File: src/rtl/wb_arbiter.sv
// -----------------------------------------------------------------------------
// wb_arbiter
//
// Two-master Wishbone classic arbiter. Master 0 is the instruction-fetch path
// and master 1 is the load/store path. Both share one memory slave port.
// The granted master's cycle is forwarded to the slave combinationally.
// Ack/err are returned only to the granted master. The grant is held while
// the master keeps cyc high, which gives bus lock across multi-beat cycles.
// Simultaneous requests from IDLE are resolved round-robin.
// A watchdog ends a strobe that has waited TIMEOUT cycles: it returns an
// error to the master and drops cyc/stb to the slave for that cycle.
//
// Ports
//   wb_clk, wb_rst_n               clock, asynchronous active-low reset
//   m0_* / m1_*                    master-side Wishbone signals (fetch / data)
//   s_*                            slave-side Wishbone signals
//   grant_o[1:0]                   one-hot grant (bit0 = m0, bit1 = m1), 00 = idle
//   timeout_o                      one-cycle pulse when the watchdog fires
// -----------------------------------------------------------------------------
module wb_arbiter #(
   parameter int ADDR_W  = 32,
   parameter int DATA_W  = 32,
   parameter int TIMEOUT = 255,
   localparam int SEL_W  = DATA_W / 8
) (
   input  logic              wb_clk,
   input  logic              wb_rst_n,
   // master 0 (fetch)
   input  logic              m0_cyc_i,
   input  logic              m0_stb_i,
   input  logic              m0_we_i,
   input  logic [ADDR_W-1:0] m0_adr_i,
   input  logic [DATA_W-1:0] m0_dat_i,
   input  logic [SEL_W-1:0]  m0_sel_i,
   output logic [DATA_W-1:0] m0_dat_o,
   output logic              m0_ack_o,
   output logic              m0_err_o,
   // master 1 (data)
   input  logic              m1_cyc_i,
   input  logic              m1_stb_i,
   input  logic              m1_we_i,
   input  logic [ADDR_W-1:0] m1_adr_i,
   input  logic [DATA_W-1:0] m1_dat_i,
   input  logic [SEL_W-1:0]  m1_sel_i,
   output logic [DATA_W-1:0] m1_dat_o,
   output logic              m1_ack_o,
   output logic              m1_err_o,
   // slave
   output logic              s_cyc_o,
   output logic              s_stb_o,
   output logic              s_we_o,
   output logic [ADDR_W-1:0] s_adr_o,
   output logic [DATA_W-1:0] s_dat_o,
   output logic [SEL_W-1:0]  s_sel_o,
   input  logic [DATA_W-1:0] s_dat_i,
   input  logic              s_ack_i,
   input  logic              s_err_i,
   // status
   output logic [1:0]        grant_o,
   output logic              timeout_o
);

   typedef enum logic [1:0] {
      IDLE = 2'd0,
      GNT0 = 2'd1,
      GNT1 = 2'd2
   } state_t;

   localparam logic [15:0] TMO = 16'(TIMEOUT);

   state_t      state, next_state;
   logic        last;        // master granted most recently (1 = m1)
   logic [15:0] wait_cnt;

   logic        mux_cyc;
   logic        mux_stb;
   logic        timeout;

   // ---------------------------------------------------------------------------
   // State, round-robin history and watchdog counter
   // ---------------------------------------------------------------------------
   // NOTE: all registers use non-blocking assignments so every flop samples
   // the values from before the edge, regardless of block ordering.
   always_ff @(posedge wb_clk or negedge wb_rst_n) begin
      if (!wb_rst_n) begin
         state <= IDLE;
         last  <= 1'b1;
      end else begin
         state <= next_state;
         if (next_state == GNT0) last <= 1'b0;
         else if (next_state == GNT1) last <= 1'b1;
      end
   end

   // s_stb_o is already forced low when the watchdog fires, so the
   // !s_stb_o term also clears the counter after a timeout.
   always_ff @(posedge wb_clk or negedge wb_rst_n) begin
      if (!wb_rst_n) begin
         wait_cnt <= '0;
      end else if ((next_state != state) || s_ack_i || s_err_i || !s_stb_o) begin
         wait_cnt <= '0;
      end else begin
         wait_cnt <= wait_cnt + 16'd1;
      end
   end

   // ---------------------------------------------------------------------------
   // Next-state logic
   // ---------------------------------------------------------------------------
   // NOTE: next_state gets a default before the case so no path leaves it
   // unassigned; otherwise synthesis would infer a latch.
   always_comb begin
      next_state = state;
      unique case (state)
         IDLE: begin
            if (m0_cyc_i && m1_cyc_i) next_state = last ? GNT0 : GNT1;
            else if (m0_cyc_i)        next_state = GNT0;
            else if (m1_cyc_i)        next_state = GNT1;
         end
         GNT0: begin
            if (!m0_cyc_i) next_state = m1_cyc_i ? GNT1 : IDLE;
         end
         GNT1: begin
            if (!m1_cyc_i) next_state = m0_cyc_i ? GNT0 : IDLE;
         end
         default: next_state = IDLE;
      endcase
   end

   // ---------------------------------------------------------------------------
   // Slave-side multiplexer
   // ---------------------------------------------------------------------------
   always_comb begin
      mux_cyc = 1'b0;
      mux_stb = 1'b0;
      s_we_o  = 1'b0;
      s_adr_o = '0;
      s_dat_o = '0;
      s_sel_o = '0;
      unique case (state)
         GNT0: begin
            mux_cyc = m0_cyc_i;
            mux_stb = m0_stb_i;
            s_we_o  = m0_we_i;
            s_adr_o = m0_adr_i;
            s_dat_o = m0_dat_i;
            s_sel_o = m0_sel_i;
         end
         GNT1: begin
            mux_cyc = m1_cyc_i;
            mux_stb = m1_stb_i;
            s_we_o  = m1_we_i;
            s_adr_o = m1_adr_i;
            s_dat_o = m1_dat_i;
            s_sel_o = m1_sel_i;
         end
         default: ;
      endcase
   end

   // A slave response in the same cycle takes priority over the watchdog.
   assign timeout   = (TIMEOUT != 0) && mux_stb && (wait_cnt == TMO)
                      && !s_ack_i && !s_err_i;
   assign timeout_o = timeout;

   assign s_cyc_o = mux_cyc & ~timeout;
   assign s_stb_o = mux_stb & ~timeout;

   // ---------------------------------------------------------------------------
   // Master-side returns
   // ---------------------------------------------------------------------------
   assign grant_o  = {state == GNT1, state == GNT0};

   assign m0_ack_o = grant_o[0] & s_ack_i;
   assign m1_ack_o = grant_o[1] & s_ack_i;
   assign m0_err_o = grant_o[0] & (s_err_i | timeout);
   assign m1_err_o = grant_o[1] & (s_err_i | timeout);

   assign m0_dat_o = s_dat_i;
   assign m1_dat_o = s_dat_i;

endmodule

File: config.mk
export PLATFORM = sky130hd
export DESIGN_NAME = wb_arbiter
export DESIGN_NICKNAME = d
export VERILOG_FILES = /design/src/rtl/wb_arbiter.sv
export SDC_FILE = /design/constraint.sdc
export NUM_CORES = 1
export LEC_CHECK = 0
export BUFFER_PORTS_ARGS = -buffer_cell sky130_fd_sc_hd__buf_4
export CORE_AREA = 2 2 122 124
export DETAILED_ROUTE_END_ITERATION = 10
export DIE_AREA = 0 0 124 126
export SLEW_MARGIN = 15
export SYNTH_ARGS = -nofsm -noshare
export SYNTH_HDL_FRONTEND = slang
export SYNTH_SLANG_ARGS = --single-unit
File: constraint.sdc
create_clock -name wb_clk -period 4.85 [get_ports wb_clk]
set_input_delay 1.455 -clock wb_clk [delete_from_list [all_inputs] [get_ports wb_clk]]
set_output_delay 1.455 -clock wb_clk [all_outputs]
set_load 0.05 [all_outputs]
-- Word level (Yosys, flattened, before mapping)
Cells that the tools add are included.
- add/sub/neg operators: 1
- multiply operators: 0
- divide/modulo/power cells: 0
- magnitude comparators: 0
- equality and inequality tests: 6
- shift-type cells: 0
- multiplexer cells: 18
- bitwise operators: 8
- reductions and logical operators: 12
- operator list (kind ; number):
    $pmux W32 S2 ; 2
    $add A16 B1 Y16 const B ; 1
    $eq A16 B8 Y1 const B ; 1
    $mux W16 ; 1
    $mux W2 ; 7
    $pmux W4 S2 ; 1
    $and A1 B1 Y1 ; 6
    $pmux W1 S2 ; 3
    $pmux W2 S3 ; 1
    $eq A2 B1 Y1 const B ; 2
    $eq A2 B2 Y1 const B ; 2
    $logic_and A1 B1 Y1 ; 4
    $logic_not A1 Y1 ; 3
    $logic_or A1 B1 Y1 ; 3
    $mux W1 ; 3
    $logic_not A2 Y1 ; 1
    $ne A2 B2 Y1 ; 1
    $reduce_bool A2 Y1 ; 1
    $not A1 Y1 ; 1
    $or A1 B1 Y1 ; 1
- register bits after elaboration: 19
- bits in latches: 0
- memory bits (writable): 0
- bits in read-only memories: 0
- output and inout bits: 142
- memories: 0

-- Longest topological paths before layout
Gate-level depths: netlist of the first run.
- word-level depth: 10
- mapped depth: 8

-- Worst setup path before layout of the first run
OpenSTA, ideal clock, no wires.
- path type: input to output
- from: in m1_stb_i
- to: out s_cyc_o
- arrival time: 3.127 ns
- data required time: 3.395 ns
- path slack: 0.268 ns
- stages on the path: 4
- path buffers: 0
- cells stage by stage: a22o_1 nand2_1 nor2_2 nor3b_1
- longest elaborated chain between the ends: 6
- ends and longest elaborated chain (item ; RTL line ; RTL):
    start, declared ; 40 ; input logic m1_stb_i,
    $pmux W1 S2 ; 140 ; unique case (state)
    $logic_and A1 B1 Y1 ; 162 ; assign timeout = (TIMEOUT != 0) && mux_stb && (wait_cnt == TMO)
    $logic_and A1 B1 Y1 (2 in a row) ; 163 ; && !s_ack_i && !s_err_i;
    named net timeout_o ; 60 ; output logic timeout_o
    $not A1 Y1 ; 166 ; assign s_cyc_o = mux_cyc & ~timeout;
    $and A1 B1 Y1 ; 166 ;
    end, declared ; 49 ; output logic s_cyc_o,
The timed path passes the listed nets, and every way through them passes these cells.

-- Worst setup path after layout of the first run
- from: in m1_stb_i
- to: out m1_err_o
- longest elaborated chain between the ends: 6
- ends and longest elaborated chain (item ; RTL line ; RTL):
    $pmux W1 S2 ; 140 ;
    $logic_and A1 B1 Y1 ; 162 ;
    $logic_and A1 B1 Y1 (2 in a row) ; 163 ;
    $or A1 B1 Y1 ; 177 ; assign m1_err_o = grant_o[1] & (s_err_i | timeout);
    $and A1 B1 Y1 ; 177 ;
    end, declared ; 47 ; output logic m1_err_o,
No other way between the ends.

==> flow_metrics.env, run 1 <==
export IMPL_outcome="finished, final reports clean"
export IMPL_antenna_found_initial=0
export IMPL_cts_max_path_buffers=2
export IMPL_dieArea_mm2=0.0156
export IMPL_synth_common_cells="nor2b_1, a22oi_1, buf_4"
export IMPL_synth_area_top_cells="a22oi_1, buf_4, dfrtp_1"
export IMPL_grt_max_degree=72
export IMPL_worst_ep_arrival_time_ns=2.55
export IMPL_dieWidth_um=124
export IMPL_die_h_um=126
export IMPL_ir_worst_vdd_mv=0.243
export IMPL_post_cts_resized=0
export IMPL_cts_tree="built"
export IMPL_synth_seq_cells=19
export IMPL_cts_buffers=3
export IMPL_pwr_share_seq=0.074
export IMPL_slew_headroom=0.619
export IMPL_syn_area_mm2=0.00281
export IMPL_place_congestion=0.802
export IMPL_worstPathCellList="buf_4 -> a22o_1 -> nand2_1 -> nor2_1 -> a21oi_1 -> nor2b_1 -> buf_4"
export IMPL_p_sw_frac=0.612
export IMPL_synth_most_common_cell="nor2b_1"
export IMPL_rsz0062_at_grt="false"
export IMPL_cts_root_buf="clkbuf_16"
export IMPL_skew_ns=0.00626
export IMPL_crit_type="in -> out"
export IMPL_cp_slowest_cell="a22o_1"
export IMPL_placed_area_mm2=0.00417
export IMPL_insertion_delay_ns=0.26
export IMPL_io_pins=320
export IMPL_hold_path_class="reg -> reg"
export IMPL_dp_hpwl_mm=11.5
export IMPL_grt_pass1_vias=3134
export IMPL_detail_route_wl_per_cell_um=19.8
export IMPL_initial_core_util=0.196
export IMPL_port_buffers=223
export IMPL_drive_gt1_frac=0.478
export IMPL_hold_viol=0
export IMPL_crit_path_frequent_cell="buf_4"
export IMPL_antenna_left=0
export IMPL_cp_start_kind="primary input"
export IMPL_synthDistinctLibCells=39
export IMPL_ys_seq_area_frac=0.170
export IMPL_wl_met2_mm=6.07
export IMPL_synthCells=374
export IMPL_yosys_warnings=0
export IMPL_p_int_w=0.00101
export IMPL_antenna_cells=0
export IMPL_synth_edf_count=0
export IMPL_nFillCells=1565
export IMPL_htree_levels=1
export IMPL_setup_viol=0
export IMPL_critical_path_max_stage_delay_ns=0.24
export IMPL_routed_wl_mm=13.9
export IMPL_total_switching_power_w=0.00159
export IMPL_synth_top_area_share=0.187
export IMPL_grt_overflow_total=0
export IMPL_clock_fmax_mhz=250
export IMPL_vias_per_cell=4.57
export IMPL_nets=701
export IMPL_vias=3191
export IMPL_maxCapViolCount=0
export IMPL_first_pass_iters=4
export IMPL_p_leak_nw=1.99
export IMPL_synth_avg_cell_area_um2=7.50
export IMPL_clock_power_share=0.067
export IMPL_cp_end_kind="output pin"
export IMPL_cts_setup_buffers=0
export IMPL_maxSlewViolCount=0
export IMPL_drc=0
export IMPL_fin_crit_ns=4.00
export IMPL_synth_ff_type="dfrtp_1"
export IMPL_synth_nets=559
export IMPL_power_per_cell_area_mw_per_mm2=611
export IMPL_async_reset_ff_frac=1.00
export IMPL_cts_hold_buf=0
export IMPL_critPathRequiredTime_ns=3.39
export IMPL_fin_area_mm2=0.00425
export IMPL_track_usage=0.161
export IMPL_cts_sinks=19
export IMPL_fin_tns_setup_ns=0
export IMPL_dr_first_iter_drc_count=146
export IMPL_worst_path_max_fanout=3
export IMPL_wl_met3_mm=2.69
export IMPL_tightest_slew_ns=0.571
export IMPL_fin_crit_sh=0.825
export IMPL_num_rows=44
export IMPL_syn_to_final_growth_pct=51.4
export IMPL_routed_top_layer="met4"
export IMPL_path_clk_slew_ns=0.05
export IMPL_synth_top_cell_by_area="a22oi_1"
export IMPL_coreArea_mm2=0.0143
export IMPL_grt_pass1_wl_mm=18.9
export IMPL_drt_met1_wl_mm=5.05
export IMPL_power_frac_comb=0.859
## cell type report
cell class,instances,area (um2),area share
Inverter,7,26.3,0.00619
Timing Repair Buffer,228,1710,0.403
Clock buffer,4,78.8,0.0186
Sequential cell,19,477,0.112
Tap cell,184,230,0.0542
Multi-Input combinational cell,257,1720,0.406
## worst max-delay path: cells and delay by family
family | cells | cell delay [ns]
AO/OA/AOI/OAI | 2 | 0.44
buffers and inverters | 2 | 0.30
AND/OR/NAND/NOR | 3 | 0.34
## sequential cells by signal, indices dropped and copies added, names as in the netlist
name,cells
wait_cnt,16
state,2
last,1
## cells in the final DEF (no fill, tap or decap), types with 2 or more instances in the layout
cell / count
a211o_1: 2
a21oi_1: 4
a22oi_1: 70
and2_1: 2
buf_4: 228
clkbuf_16: 3
dfrtp_1: 18
ha_1: 4
ha_2: 3
inv_1: 7
mux2_2: 2
nand2_1: 22
nand3_1: 9
nand3b_1: 2
nand4_1: 3
nor2_1: 23
nor2b_1: 72
nor3_1: 3
nor3b_1: 3
nor4_1: 3
o21ai_0: 2
xnor2_1: 4
xor2_1: 10
## final timing paths
path / start / to / slack (ns) / cells past startpoint
setup / recovery: m1_stb_i / m1_err_o / 0.85 / 7
min in group asynchronous: wb_rst_n / wait_cnt[2] / 1.06 / 1
hold reg to reg: last / last / 0.48 / 2
setup reg to reg: state[0] / wait_cnt[0] / 2.32 / 6
hold / removal: last / last / 0.48 / 2
max in group asynchronous: wb_rst_n / last / 3.52 / 1
## cells by family (layout without fill, tap and decap cells)
family | after synthesis | after routing | synth area share
fa+ha+maj | 7 | 7 | 0.0312
simple gates | 148 | 148 | 0.298
xor+xnor | 14 | 14 | 0.0437
compound gates | 85 | 85 | 0.227
buf+inv | 98 | 239 | 0.218
mux | 3 | 3 | 0.0116
flops | 19 | 19 | 0.170
## metal layers
layer	GRT usage	vias to the layer above
li1	-	1520
met1	0.181	1465
met2	0.246	201
met3	0.130	5
met4	0.0165	0
met5	0	-
## power by group through the flow
| stage | Clock [W] | Combinational (W) | Sequential [W] |
|---|---|---|---|
| floorplan | 0 | 0.00168 | 0.000190 |
| global placement | 0 | 0.00222 | 0.000195 |
| detailed placement | 0 | 0.00224 | 0.000195 |
| CTS | 0.000174 | 0.00225 | 0.000192 |
| global route | 0.000182 | 0.00236 | 0.000197 |
| finish | 0.000174 | 0.00223 | 0.000193 |
## metrics by stage
step	cells	hold slack, ns	total power, W	worst slack (ns)	utilization
after floorplan	374	0.455	0.00187	0.268	-
after global placement	695	0.472	0.00241	0.897	0.291
after detailed placement	695	0.474	0.00244	0.845	0.291
after CTS	699	0.482	0.00262	0.836	0.297
after global routing	699	0.502	0.00274	0.782	0.297
final	699	0.478	0.00259	0.846	0.297
(Power assumes the default switching activity.)
==> run 2, diff against run 1 <==
clock period = 3.7 ns   (was 4.85 ns; I/O delays follow)
==> run 2 against run 1 <==
Compared with the run above:
- non-clock buffer count did not move
- flip-flop and latch count did not move
- worst hold slack improved by 0.0083 ns
- register-to-register slack got worse by 0.96 ns
- setup slack got worse by 0.48 ns
==> flow_metrics.env, run 2 (synthesis results as in run 1) <==
export IMPL_cts_root_buf="clkbuf_16"
export IMPL_maxCapViolCount=0
export IMPL_initial_core_util=0.196
export IMPL_antenna_cells=0
export IMPL_coreArea_mm2=0.0143
export IMPL_skew_ns=0.00488
export IMPL_critPathRequiredTime_ns=2.59
export IMPL_clock_fmax_mhz=300
export IMPL_crit_type="in -> out"
export IMPL_final_util=0.300
export IMPL_ir_worst_vdd_mv=0.262
export IMPL_hold_path_class="reg -> reg"
export IMPL_dieArea_mm2=0.0156
export IMPL_antenna_left=0
export IMPL_num_rows=44
export IMPL_placed_area_mm2=0.00420
export IMPL_p_leak_nw=2.00
export IMPL_drc=0
export IMPL_power_per_cell_area_mw_per_mm2=801
export IMPL_power_w=0.00343
export IMPL_largest_register="wait_cnt"
export IMPL_final_common_cell="buf_4"
export IMPL_dp_hpwl_mm=11.7
export IMPL_cts_sinks=19
export IMPL_io_pins=320
export IMPL_htree_levels=1
export IMPL_path_clk_slew_ns=0.05
export IMPL_reg_largest_list="wait_cnt (16), state (2), last (1)"
export IMPL_worst_path_max_fanout=3
export IMPL_cp_start_kind="primary input"
export IMPL_drive_gt1_frac=0.480
export IMPL_nets=701
export IMPL_fin_crit_sh=0.900
export IMPL_fin_tns_setup_ns=0
export IMPL_cts_hold_buf=0
export IMPL_tightest_slew_ns=0.482
export IMPL_slew_headroom=0.675
export IMPL_cts_setup_buffers=0
export IMPL_worst_ep_arrival_time_ns=2.22
export IMPL_cts_tree="built"
export IMPL_cp_end_kind="output pin"
export IMPL_die_h_um=126
export IMPL_setup_viol=0
export IMPL_antenna_found_initial=0
export IMPL_cts_buffers=3
export IMPL_vias=3167
export IMPL_syn_to_final_growth_pct=52.9
export IMPL_place_congestion=0.855
export IMPL_maxSlewViolCount=0
export IMPL_grt_max_degree=75
export IMPL_grt_overflow_total=0
export IMPL_grt_pass1_vias=3035
export IMPL_dr_first_iter_drc_count=160
export IMPL_rsz0062_at_grt="false"
export IMPL_grt_pass1_wl_mm=18.6
export IMPL_first_pass_iters=4
export IMPL_layout_common_cells="buf_4, nor2b_1, a22oi_1, nor2_1, nand2_1"
export IMPL_rr_worst_depth=7
export IMPL_fin_area_mm2=0.00429
export IMPL_insertion_delay_ns=0.25
export IMPL_dieWidth_um=124
export IMPL_hold_viol=0
export IMPL_cts_max_path_buffers=2
export IMPL_fin_crit_ns=3.33
export IMPL_largest_register_ffs=16
export IMPL_vias_per_cell=4.53
export IMPL_outcome="finished, final reports clean"
export IMPL_routed_wl_mm=14.0
export IMPL_detail_route_wl_per_cell_um=20.0
export IMPL_track_usage=0.162
export IMPL_min_path_cells=1
export IMPL_port_buffers=223
[run 2: changes by cell type in the layout (fill, tap and decap cells not counted)]
cell     before  now
nor3b_2       0    1
buf_12        0    2
buf_4       228  226
ha_4          0    1
nor3b_1       3    2
ha_2          3    2
[run 2: path summary, 6_finish.rpt]
path	slack, ns	startpoint	to
setup / recovery	0.37	m1_stb_i	s_cyc_o
hold / removal	0.49	wait_cnt[0]	wait_cnt[0]
setup reg to reg	1.36	state[0]	wait_cnt[0]
hold reg to reg	0.49	wait_cnt[0]	wait_cnt[0]
max in group asynchronous	2.71	wb_rst_n	last
min in group asynchronous	0.73	wb_rst_n	wait_cnt[8]
[run 2: layout make-up]
| cell class | count | area, um2 |
|---|---|---|
| fillers | 1541 | 10000 |
| multi-input cells | 257 | 1740 |
| repair buffers | 228 | 1740 |
| flip-flops and latches | 19 | 477 |
| well taps | 184 | 230 |
| clock buffers | 4 | 78.8 |
| inverters | 7 | 26.3 |
[run 2: worst max-delay path, cell delays in order]
cell     delay [ns]
buf_4          0.11
a22o_1         0.27
nand2_1        0.17
nor2_2         0.08
nor3b_2        0.23
buf_4          0.24
[run 2: repair_timing]
item	4_1_cts	5_1_grt
endpoints found under the setup margin	0	2
gates resized for setup	0	1
hold endpoints to repair	0	0
[run 2: report_power, final]
group / switching, W / internal, W / total, W
Combinational: 0.00196 / 0.00100 / 0.00296
Sequential: 0.0000258 / 0.000226 / 0.000252
Clock: 0.0000767 / 0.000147 / 0.000223
[run 2: metrics by stage]
step / cells / setup WS, ns / hold WS, ns
4_1_cts: 699 / 0.214 / 0.489
3_3_place_gp: 695 / 0.323 / 0.470
5_1_grt: 699 / 0.239 / 0.496
6_report: 699 / 0.371 / 0.486
3_5_place_dp: 695 / 0.335 / 0.481
2_1_floorplan: 374 / 0.0718 / 0.455
[run 2: metal layers]
metal | track usage | up-vias | routed length (um)
met2 | 0.243 | 208 | 5930
met3 | 0.137 | 4 | 2770
li1 | - | 1515 | -
met4 | 0.00991 | 0 | 51
met1 | 0.185 | 1440 | 5240
met5 | 0 | - | 0
